[config.mk]
export PLATFORM = sky130hd
export DESIGN_NAME = ascii_rom_arbiter
export DESIGN_NICKNAME = d
export VERILOG_FILES = /design/src/rtl/ascii_rom_arbiter.sv
export SDC_FILE = /design/constraint.sdc
export NUM_CORES = 1
export LEC_CHECK = 0
export CELL_PAD_IN_SITES_DETAIL_PLACEMENT = 0
export CELL_PAD_IN_SITES_GLOBAL_PLACEMENT = 1
export CORE_UTILIZATION = 25
export DETAILED_ROUTE_END_ITERATION = 10
export PLACE_DENSITY = 0.82
export SYNTH_ARGS = -nofsm -noshare
export SYNTH_HDL_FRONTEND = slang
export SYNTH_SLANG_ARGS = --single-unit
export TNS_END_PERCENT = 5
[constraint.sdc]
create_clock -name clk -period 4.65 [get_ports clk]
set_input_delay 0.93 -clock clk [delete_from_list [all_inputs] [get_ports clk]]
set_output_delay 0.93 -clock clk [all_outputs]
set_load 0.01 [all_outputs]
[src/rtl/ascii_rom_arbiter.sv]
// ascii_rom_arbiter: shares one synchronous glyph ROM between NUM_REQ text
// overlay clients. One valid/ready grant per cycle. Each response returns
// exactly two cycles after its grant, tagged one-hot to the requester.
// Optional build macro: ASCII_ARB_FIXED_PRIO_EN selects fixed priority, where
// the lowest index wins and no round-robin pointer is built. Without the macro
// the arbiter uses round-robin order.
module ascii_rom_arbiter #(
  parameter int unsigned NUM_REQ = 4,
  parameter int unsigned ADDR_W  = 11,
  parameter int unsigned DATA_W  = 8
) (
  input  logic                      clk,
  input  logic                      rst_n,
  input  logic [NUM_REQ-1:0]        req_valid,
  input  logic [NUM_REQ*ADDR_W-1:0] req_addr,
  output logic [NUM_REQ-1:0]        req_ready,
  output logic [NUM_REQ-1:0]        rsp_valid,
  output logic [DATA_W-1:0]         rsp_data,
  output logic [ADDR_W-1:0]         rom_addr,
  input  logic [DATA_W-1:0]         rom_data
);

  localparam int unsigned IDX_W = (NUM_REQ > 1) ? $clog2(NUM_REQ) : 1;

  logic [IDX_W-1:0]   win_idx;
  logic               win_found;
  logic [ADDR_W-1:0]  win_addr;
  logic [NUM_REQ-1:0] tag1;
  logic [NUM_REQ-1:0] tag2;

`ifdef ASCII_ARB_FIXED_PRIO_EN
  // Fixed priority: scan from the top down so the lowest valid index ends up winning.
  always_comb begin
    win_idx   = '0;
    win_found = 1'b0;
    for (int i = NUM_REQ - 1; i >= 0; i--) begin
      if (req_valid[i]) begin
        win_idx   = IDX_W'(i);
        win_found = 1'b1;
      end
    end
  end
`else
  logic [IDX_W-1:0] last;

  // Round-robin search starting one past the most recent winner.
  always_comb begin : rr_search
    int unsigned cand;
    cand      = 0;
    win_idx   = '0;
    win_found = 1'b0;
    for (int unsigned k = 1; k <= NUM_REQ; k++) begin
      cand = (32'(last) + k) % NUM_REQ;
      if (!win_found && req_valid[cand[IDX_W-1:0]]) begin
        win_idx   = cand[IDX_W-1:0];
        win_found = 1'b1;
      end
    end
  end

  // Pointer moves only on a handshake. At reset requester 0 gets first priority.
  always_ff @(posedge clk or negedge rst_n) begin
    if (!rst_n) begin
      last <= IDX_W'(NUM_REQ - 1);
    end else if (win_found) begin
      last <= win_idx;
    end
  end
`endif

  // Decode the winner to a one-hot ready. Ready is zero when nothing is valid.
  always_comb begin
    req_ready = '0;
    if (win_found) begin
      req_ready[win_idx] = 1'b1;
    end
  end

  // Select the winning requester's address.
  always_comb begin
    win_addr = '0;
    for (int i = 0; i < NUM_REQ; i++) begin
      if (IDX_W'(i) == win_idx) begin
        win_addr = req_addr[i*ADDR_W +: ADDR_W];
      end
    end
  end

  // ROM address register and two-stage tag pipeline that matches the ROM latency.
  // req_ready is already zero on idle cycles, so an idle cycle injects a bubble tag.
  always_ff @(posedge clk or negedge rst_n) begin
    if (!rst_n) begin
      rom_addr <= '0;
      tag1     <= '0;
      tag2     <= '0;
    end else begin
      if (win_found) begin
        rom_addr <= win_addr;
      end
      tag1 <= req_ready;
      tag2 <= tag1;
    end
  end

  assign rsp_valid = tag2;
  assign rsp_data  = rom_data;

endmodule

## After elaboration in Yosys (flattened, before gate mapping)

Cells that the tools add are included.

| storage, ports and cells | value |
|---|---|
| register bits after elaboration | 21 |
| input bits | 58 |
| output and inout bits | 27 |

| cells by class | value |
|---|---|
| add/sub/neg operators | 4 |
| equal/unequal tests | 3 |
| reduce and logical (&&, ||, !) cells | 8 |
| $lt $le $gt $ge | 6 |
| multiplexer cells | 23 |

Operators by type and width:

| operator | number |
|---|---|
| 11-bit two-way mux | 4 |
| 2-bit by 3-bit less-than comparator with 1-bit output (second input constant) | 5 |
| 1-bit two-way mux | 9 |
| 1-bit binary-select mux with 2-bit select | 4 |
| 2-bit two-way mux | 4 |
| 2-bit by 1-bit adder with 2-bit output (second input constant) | 2 |
| 2-bit adder (second input constant) | 2 |
| 2-bit == test (first input constant) | 2 |
| 1-bit logical AND | 4 |
| 4-bit two-way mux | 1 |
| 1-bit zero test | 3 |
| 1-bit demux with 2-bit select | 1 |
| 1-bit by 2-bit == test with 1-bit output (first input constant) | 1 |
| 2-bit by 1-bit >= comparator with 1-bit output (second input constant) | 1 |
| 2-bit zero test | 1 |

## Depth between registers and ports, before layout

Gate-level depths: netlist (run 1).

| depth | value |
|---|---|
| word-level depth | 18 |
| depth in mapped cells | 6 |
| mapped depth without buffers | 5 |

## Worst setup path after synthesis (run 1)

OpenSTA, ideal clock, no wires.

| timing path | value |
|---|---|
| path kind | input-to-output |
| start | input req_valid[1] |
| end | output req_ready[1] |
| stages on the path | 5 |
| data required time | 3,720 ps |
| path buffers | 1 |
| setup slack | 1,654 ps |
| arrival time | 2,066 ps |
| path through | nor2b_1 a21oi_1 o221ai_1 clkbuf_1 and2_1 |

| on the way | value |
|---|---|
| longest elaborated chain between the ends | 17 |
| elaborated cells on any way between the ends | 28 |
| classes of those cells | order compare: 2; mux: 19; reduce/logical: 7 |

Ends and longest elaborated chain:

| item | RTL line | source |
|---|---|---|
| start, declared | 14 | `input logic [NUM_REQ-1:0] req_valid,` |
| 1-bit binary-select mux with 2-bit select | 54 | `if (!win_found && req_valid[cand[IDX_W-1:0]]) begin` |
| 1-bit two-way mux (implied by the code) | 54 |  |
| 1-bit two-way mux | 54 |  |
| 1-bit zero test | 54 |  |
| 1-bit logical AND | 54 |  |
| 1-bit two-way mux | 54 |  |
| 1-bit zero test | 54 |  |
| 1-bit logical AND | 54 |  |
| 1-bit two-way mux | 54 |  |
| 1-bit zero test | 54 |  |
| 1-bit logical AND | 54 |  |
| 2-bit two-way mux | 54 |  |
| 2-bit by 3-bit less-than comparator with 1-bit output (implied by the code) or 2-bit by 1-bit >= comparator with 1-bit output (tied branches) | 75 | `req_ready[win_idx] = 1'b1;` |
| 1-bit logical AND (implied by the code) | 75 |  |
| 1-bit two-way mux (implied by the code) | 75 |  |
| 1-bit demux with 2-bit select | 75 |  |
| 4-bit two-way mux (*) | 74 | `if (win_found) begin` |
| end, declared | 16 | `output logic [NUM_REQ-1:0] req_ready,` |

Mark *: on every way between the ends. The rest lies on a longest branch, timed or not. The select of a mux whose other input is x is not followed.

## Worst setup path in the final report (run 1)

Ends and elaborated chain as after synthesis.

==> results of run 1 <==
-- where the power goes --
group	switching (W)	leakage (nW)	internal, W
sequential	0.0000374	0.248	0.000261
clock	0.0000597	0.0255	0.0000596
combinational	0.000197	0.533	0.000253
-- cells by family after synthesis --
logic type             share of synthesized area, %
and+or+nand+nor                                17.6
AOI/OAI and AO/OA                              20.3
DFF                                            43.9
buffers and inverters                          8.22
muxes                                          9.99
-- layout make-up --
type	instances	share of cell area, %
Sequential cell	21	27.2
Timing Repair Buffer	73	36.9
Clock inverter	1	0.257
Tap cell	52	3.35
Multi-Input combinational cell	100	30.2
Clock buffer	3	2.12
-- cell usage in the layout, fill, tap and decap left out, types with 2 or more instances in the layout --
cell type and count:
clkdlybuf4s50_1 68, mux2i_1 12, buf_4 5, nand2_1 2, nor2_1 38, dfrtp_1 19, clkbuf_8 3, a21oi_1 23
o21a_1 11, and2_1 2, dfstp_2 2, nor3_1 2, nor2b_1 2
-- layer usage --
metal / global-route usage (%) / up-vias / routed length (um) / part of all wire [%]
met5: 0 / - / 0 / 0
met4: 5.56 / 0 / 27 / 0.89
met3: 4.08 / 2 / 378 / 12
met2: 17.8 / 54 / 1200 / 39
met1: 17.0 / 493 / 1440 / 47
li1: - / 581 / - / -
-- path summary, 6_finish.rpt --
| kind | startpoint | to | cells after the start |
|---|---|---|---|
| setup reg to reg | last[0] | rom_addr[8] | 6 |
| setup / recovery | req_valid[1] | req_ready[1] | 7 |
| max in group asynchronous | rst_n | rom_addr[1] | 1 |
| hold / removal | tag1[1] | rsp_valid[1] | 0 |
| hold reg to reg | tag1[1] | rsp_valid[1] | 0 |
| min in group asynchronous | rst_n | tag1[2] | 1 |
-- sequential cells by signal, summed over array words and instances, names as in the netlist --
signal and cells:
last 2, rom_addr 11, rsp_valid 4, tag1 4
-- metrics by stage --
stage	util, %	hold slack (ns)
after floorplan	-	0.331
after global placement	42.4	0.334
after detailed placement	42.4	0.335
after CTS	43.5	0.355
after global routing	43.5	0.360
final	43.5	0.352
-- critical path, stage by stage --
cell,delay [ns]
clkdlybuf4s50_1,0.56
nor2b_1,0.22
a21oi_1,0.07
o221ai_2,0.19
buf_4,0.22
and2_1,0.16
clkdlybuf4s50_1,0.54
==> metrics.txt, run 1 <==
R2R setup slack 2.74 ns; 1st-pass router iterations 7; core box area approximately 4500 um2; # IOs 85; placed insts about 250; Worst EP arrival approximately 2.9 ns; Commonest cells post-synth 38 x nor2_1, 23 x a21oi_1, 19 x dfrtp_1; fin cells between 200 and 300; final worst slack 0.835 ns; initial antenna violation count 0; fin crit share 82.0%; Synth-to-Final Area Change 61.7%; Post-Place Cell Area roughly 1900 um2; Post-synth EDFFs 0; crit end category primary output; CTS Buf Count 3; vias in the first global route between 1,000 and 1,500; clk_lat worst skew 0.26 ns; leak pwr 0.807 nW; Routability Congestion between 0.6 and 0.7; top cells by area, synth dfrtp_1 40%, nor2_1 12%, mux2i_1 10%, a21oi_1 9.6%, o21a_1 6.9%; Yosys warnings 0; footprint of the multi-input gates around 600 um2; outcome finished, violations left; power consumption 0.000867 W; dpl hpwl 2220 um; CTS Sinks 21; Synth cell types 21; share of the synthesized area in the top cell type 39.5%; H-tree Lvls 1; syn nets 194; top-count cell post-synth nor2_1; TNS Setup 0 ns; asr flop ratio synth 100%; post-route cell area ~1900 um2; grt ovf 0; worst hold path class register to register; Fmax roughly 260 MHz; post-CTS setup buffer count 0; Ant. Diodes 0; TritonCTS clock tree yes; min cycle time layout 3.81 ns; Die Area 5090 um2; Hold Violations, Final 0; layout cells sized above 1 under 10%; failing checks DRC; Starting DRT DRC Count 45; Worst Tran Pin Value ~0.94 ns; Post-DRT Antenna Nets 0; Initial Util between 20 and 30%; Post-CTS Hold Buffers 0; Top FF cell, synth dfrtp_1; Post-Synthesis Cell Area between 1000 and 1500 um2; VDD IR-drop max 0.000175 V; wire length per cell between 10 and 15 um; largest net degree at the start of global routing 22; Net count, final approximately 260; CTS max path bufs 2; clock-pin slew on the worst setup and hold paths 0.08 ns; Worst EP required roughly 3.7 ns; Seq cells post-synth 21; critical path peak fanout 13; CP Class input port to primary output; vias 1,130; Die Width 71.4 um; fillers roughly 450; Final setup viols 0; RSZ-0062 raised after global routing no; pre-CTS setup slack between 0.8 and 0.9 ns; Resize count post-CTS 0; Final Skew 0.00374 ns; Syn Inst Count about 140; Mapped Avg Cell Area between 8 and 9 um2; Global Route Usage Sum 12.4%; I/O Buffers between 60 and 70; area leader, netlist dfrtp_1; sequential-to-total area share from yosys stat 43.9%; clk root buf clkbuf_8; max-slew violation count 0; overall routed net length between 3000 and 4000 um; Row Count 24; Vias/cell about 4.5; Max-cap violations 0; FF/Latch Area roughly 530 um2; Max-slew headroom 36.8%; Die H between 70 and 80 um; first-pass GRT wire length 4920 um; PwrDens roughly 450 nW/um2; post-route DRC violation count 7; critical path startpoint category input port
No activity file was read; power rests on OpenSTA's default activity.
==> inputs of run 2 (changes only) <==
--- a/config.mk
+++ b/config.mk
@@ -7,9 +7,9 @@
 export LEC_CHECK = 0
 export CELL_PAD_IN_SITES_DETAIL_PLACEMENT = 0
 export CELL_PAD_IN_SITES_GLOBAL_PLACEMENT = 1
-export CORE_UTILIZATION = 25
+export CORE_UTILIZATION = 24
 export DETAILED_ROUTE_END_ITERATION = 10
-export PLACE_DENSITY = 0.82
+export PLACE_DENSITY = 0.79
 export SYNTH_ARGS = -nofsm -noshare
 export SYNTH_HDL_FRONTEND = slang
 export SYNTH_SLANG_ARGS = --single-unit
==> constraint.sdc (replaced) <==
create_clock -name clk -period 3.95 [get_ports clk]
set_input_delay 0.79 -clock clk [delete_from_list [all_inputs] [get_ports clk]]
set_output_delay 0.79 -clock clk [all_outputs]
set_load 0.01 [all_outputs]
==> metrics.txt, run 2 (synthesis results as in run 1) <==
PwrDens ~520 nW/um2; CP Class input port to primary output; Worst EP arrival ~2.7 ns; met2 Use GR 18.7%; Routability Congestion between 0.7 and 0.8; layout cells sized above 1 under 10%; crit end category primary output; min cycle time layout roughly 3.5 ns; Initial Util 25.1%; # IOs between 80 and 90; first-pass GRT wire length around 5100 um; commonest non-fill, non-tap cell in the layout clkdlybuf4s50_1; initial antenna violation count 0; I/O Buffers 68; footprint of the multi-input gates 587 um2; placed insts between 200 and 300; Max-slew headroom ~36%; CTS Sinks 21; fin crit share ~90%; Die H 72.8 um; most frequent cells in the layout 68 x clkdlybuf4s50_1, 38 x nor2_1, 23 x a21oi_1; Die Area approximately 5300 um2; clock-pin slew on the worst setup and hold paths roughly 0.080 ns; grt ovf 0; vias 1,138; Post-Place Cell Area 1910 um2; critical path peak fanout 6; overall routed net length about 3200 um; busiest grt layer met2; outcome completed; clk root buf clkbuf_8; Net count, final between 200 and 300; leak pwr 0.798 nW; Row Count 25; FF/Latch Area between 500 and 600 um2; max FFs per register 11; vias in the first global route between 1,000 and 1,500; Post-DRT Antenna Nets 0; RSZ-0062 raised after global routing no; Fmax 285 MHz; Die Width approximately 73 um; max-slew violation count 0; fin cells 264; Ant. Diodes 0; Global Route Usage Sum around an eighth; Resize count post-CTS 0; wire length per cell about 12 um; core box area about 4800 um2; met3 Usage GRT approximately 4.3%; worst hold path class register to register; dpl hpwl 2320 um; Final setup viols 0; critical path startpoint category input port; post-route DRC violation count 0; VDD IR-drop max around 0.00038 V; fillers between 500 and 600; 1st-pass router iterations 4; Hold Violations, Final 0; H-tree Lvls 1; Final Skew 0.00220 ns; Worst EP required between 3 and 4 ns; TritonCTS clock tree yes; Max-cap violations 0; Worst Tran Pin Value 0.954 ns; final worst slack between 0.4 and 0.5 ns; final hold slack 0.355 ns; Biggest register rom_addr; Post-CTS Hold Buffers 0; post-route cell area between 1500 and 2000 um2; CTS max path bufs 2; clk_lat worst skew ~0.26 ns; TNS Setup 0 ns; post-CTS setup buffer count 0; Synth-to-Final Area Change 62.9%; Vias/cell between 4 and 5; largest net degree at the start of global routing 34; CTS Buf Count 3; Starting DRT DRC Count 25; pre-CTS setup slack about 0.45 ns; M1 GR Usage between 15 and 20%
==> run 2: cell count changes in the layout (fill, tap and decap cells not counted), sizes merged <==
| cell | previous run | this run |
|---|---|---|
| buf | 5 | 4 |
| clkinv | 1 | 0 |
| clkinvlp | 0 | 1 |
==> run 2: layout make-up <==
class                           instances  share of cell area (%)
Timing Repair Buffer                   72                    36.3
Multi-Input combinational cell        100                    30.0
Sequential cell                        21                    27.0
Tap cell                               67                    4.28
Clock buffer                            3                    2.11
Clock inverter                          1                   0.383
==> run 2: critical path: stages <==
cell             delay, ns
clkdlybuf4s50_1       0.56
nor2b_1               0.22
a21oi_1               0.07
o221ai_2              0.32
and2_1                0.20
clkdlybuf4s50_1       0.54
==> run 2: power by group <==
part	internal [W]	switching, W
clock network	0.0000711	0.0000733
registers	0.000307	0.0000439
logic	0.000293	0.000235
==> run 2: path summary, 6_finish.rpt <==
path | depth (start not counted) | endpoint | start | slack, ns
max | 6 | req_ready[1] | req_valid[1] | 0.45
min | 0 | rsp_valid[3] | tag1[3] | 0.36
max reg2reg | 6 | rom_addr[8] | last[0] | 1.86
min reg2reg | 0 | rsp_valid[3] | tag1[3] | 0.36
max in group asynchronous | 1 | rom_addr[8] | rst_n | 2.31
min in group asynchronous | 1 | rsp_valid[2] | rst_n | 1.06
==> run 2: stage by stage <==
step	util, %	total power [W]
3_3_place_gp	39.9	0.000882
5_1_grt	40.9	0.00110
2_1_floorplan	-	0.000630
4_1_cts	40.9	0.00104
3_5_place_dp	39.9	0.000889
6_report	40.9	0.00102
==> run 2: routing by layer <==
| layer | vias to the layer above | wire length (um) |
|---|---|---|
| met2 | 52 | 1340 |
| li1 | 578 | - |
| met4 | 0 | 15 |
| met3 | 2 | 344 |
| met1 | 506 | 1500 |
| met5 | - | 0 |
==> inputs of run 3 (changes only) <==
--- a/config.mk
+++ b/config.mk
@@ -9,6 +9,8 @@
 export CELL_PAD_IN_SITES_GLOBAL_PLACEMENT = 1
 export CORE_UTILIZATION = 24
 export DETAILED_ROUTE_END_ITERATION = 10
+export GPL_ROUTABILITY_DRIVEN = 0
+export HOLD_SLACK_MARGIN = 0.15
 export PLACE_DENSITY = 0.79
 export SYNTH_ARGS = -nofsm -noshare
 export SYNTH_HDL_FRONTEND = slang
==> results of run 3 <==
The final DEF is identical to that of run 2; final timing and power are the same.
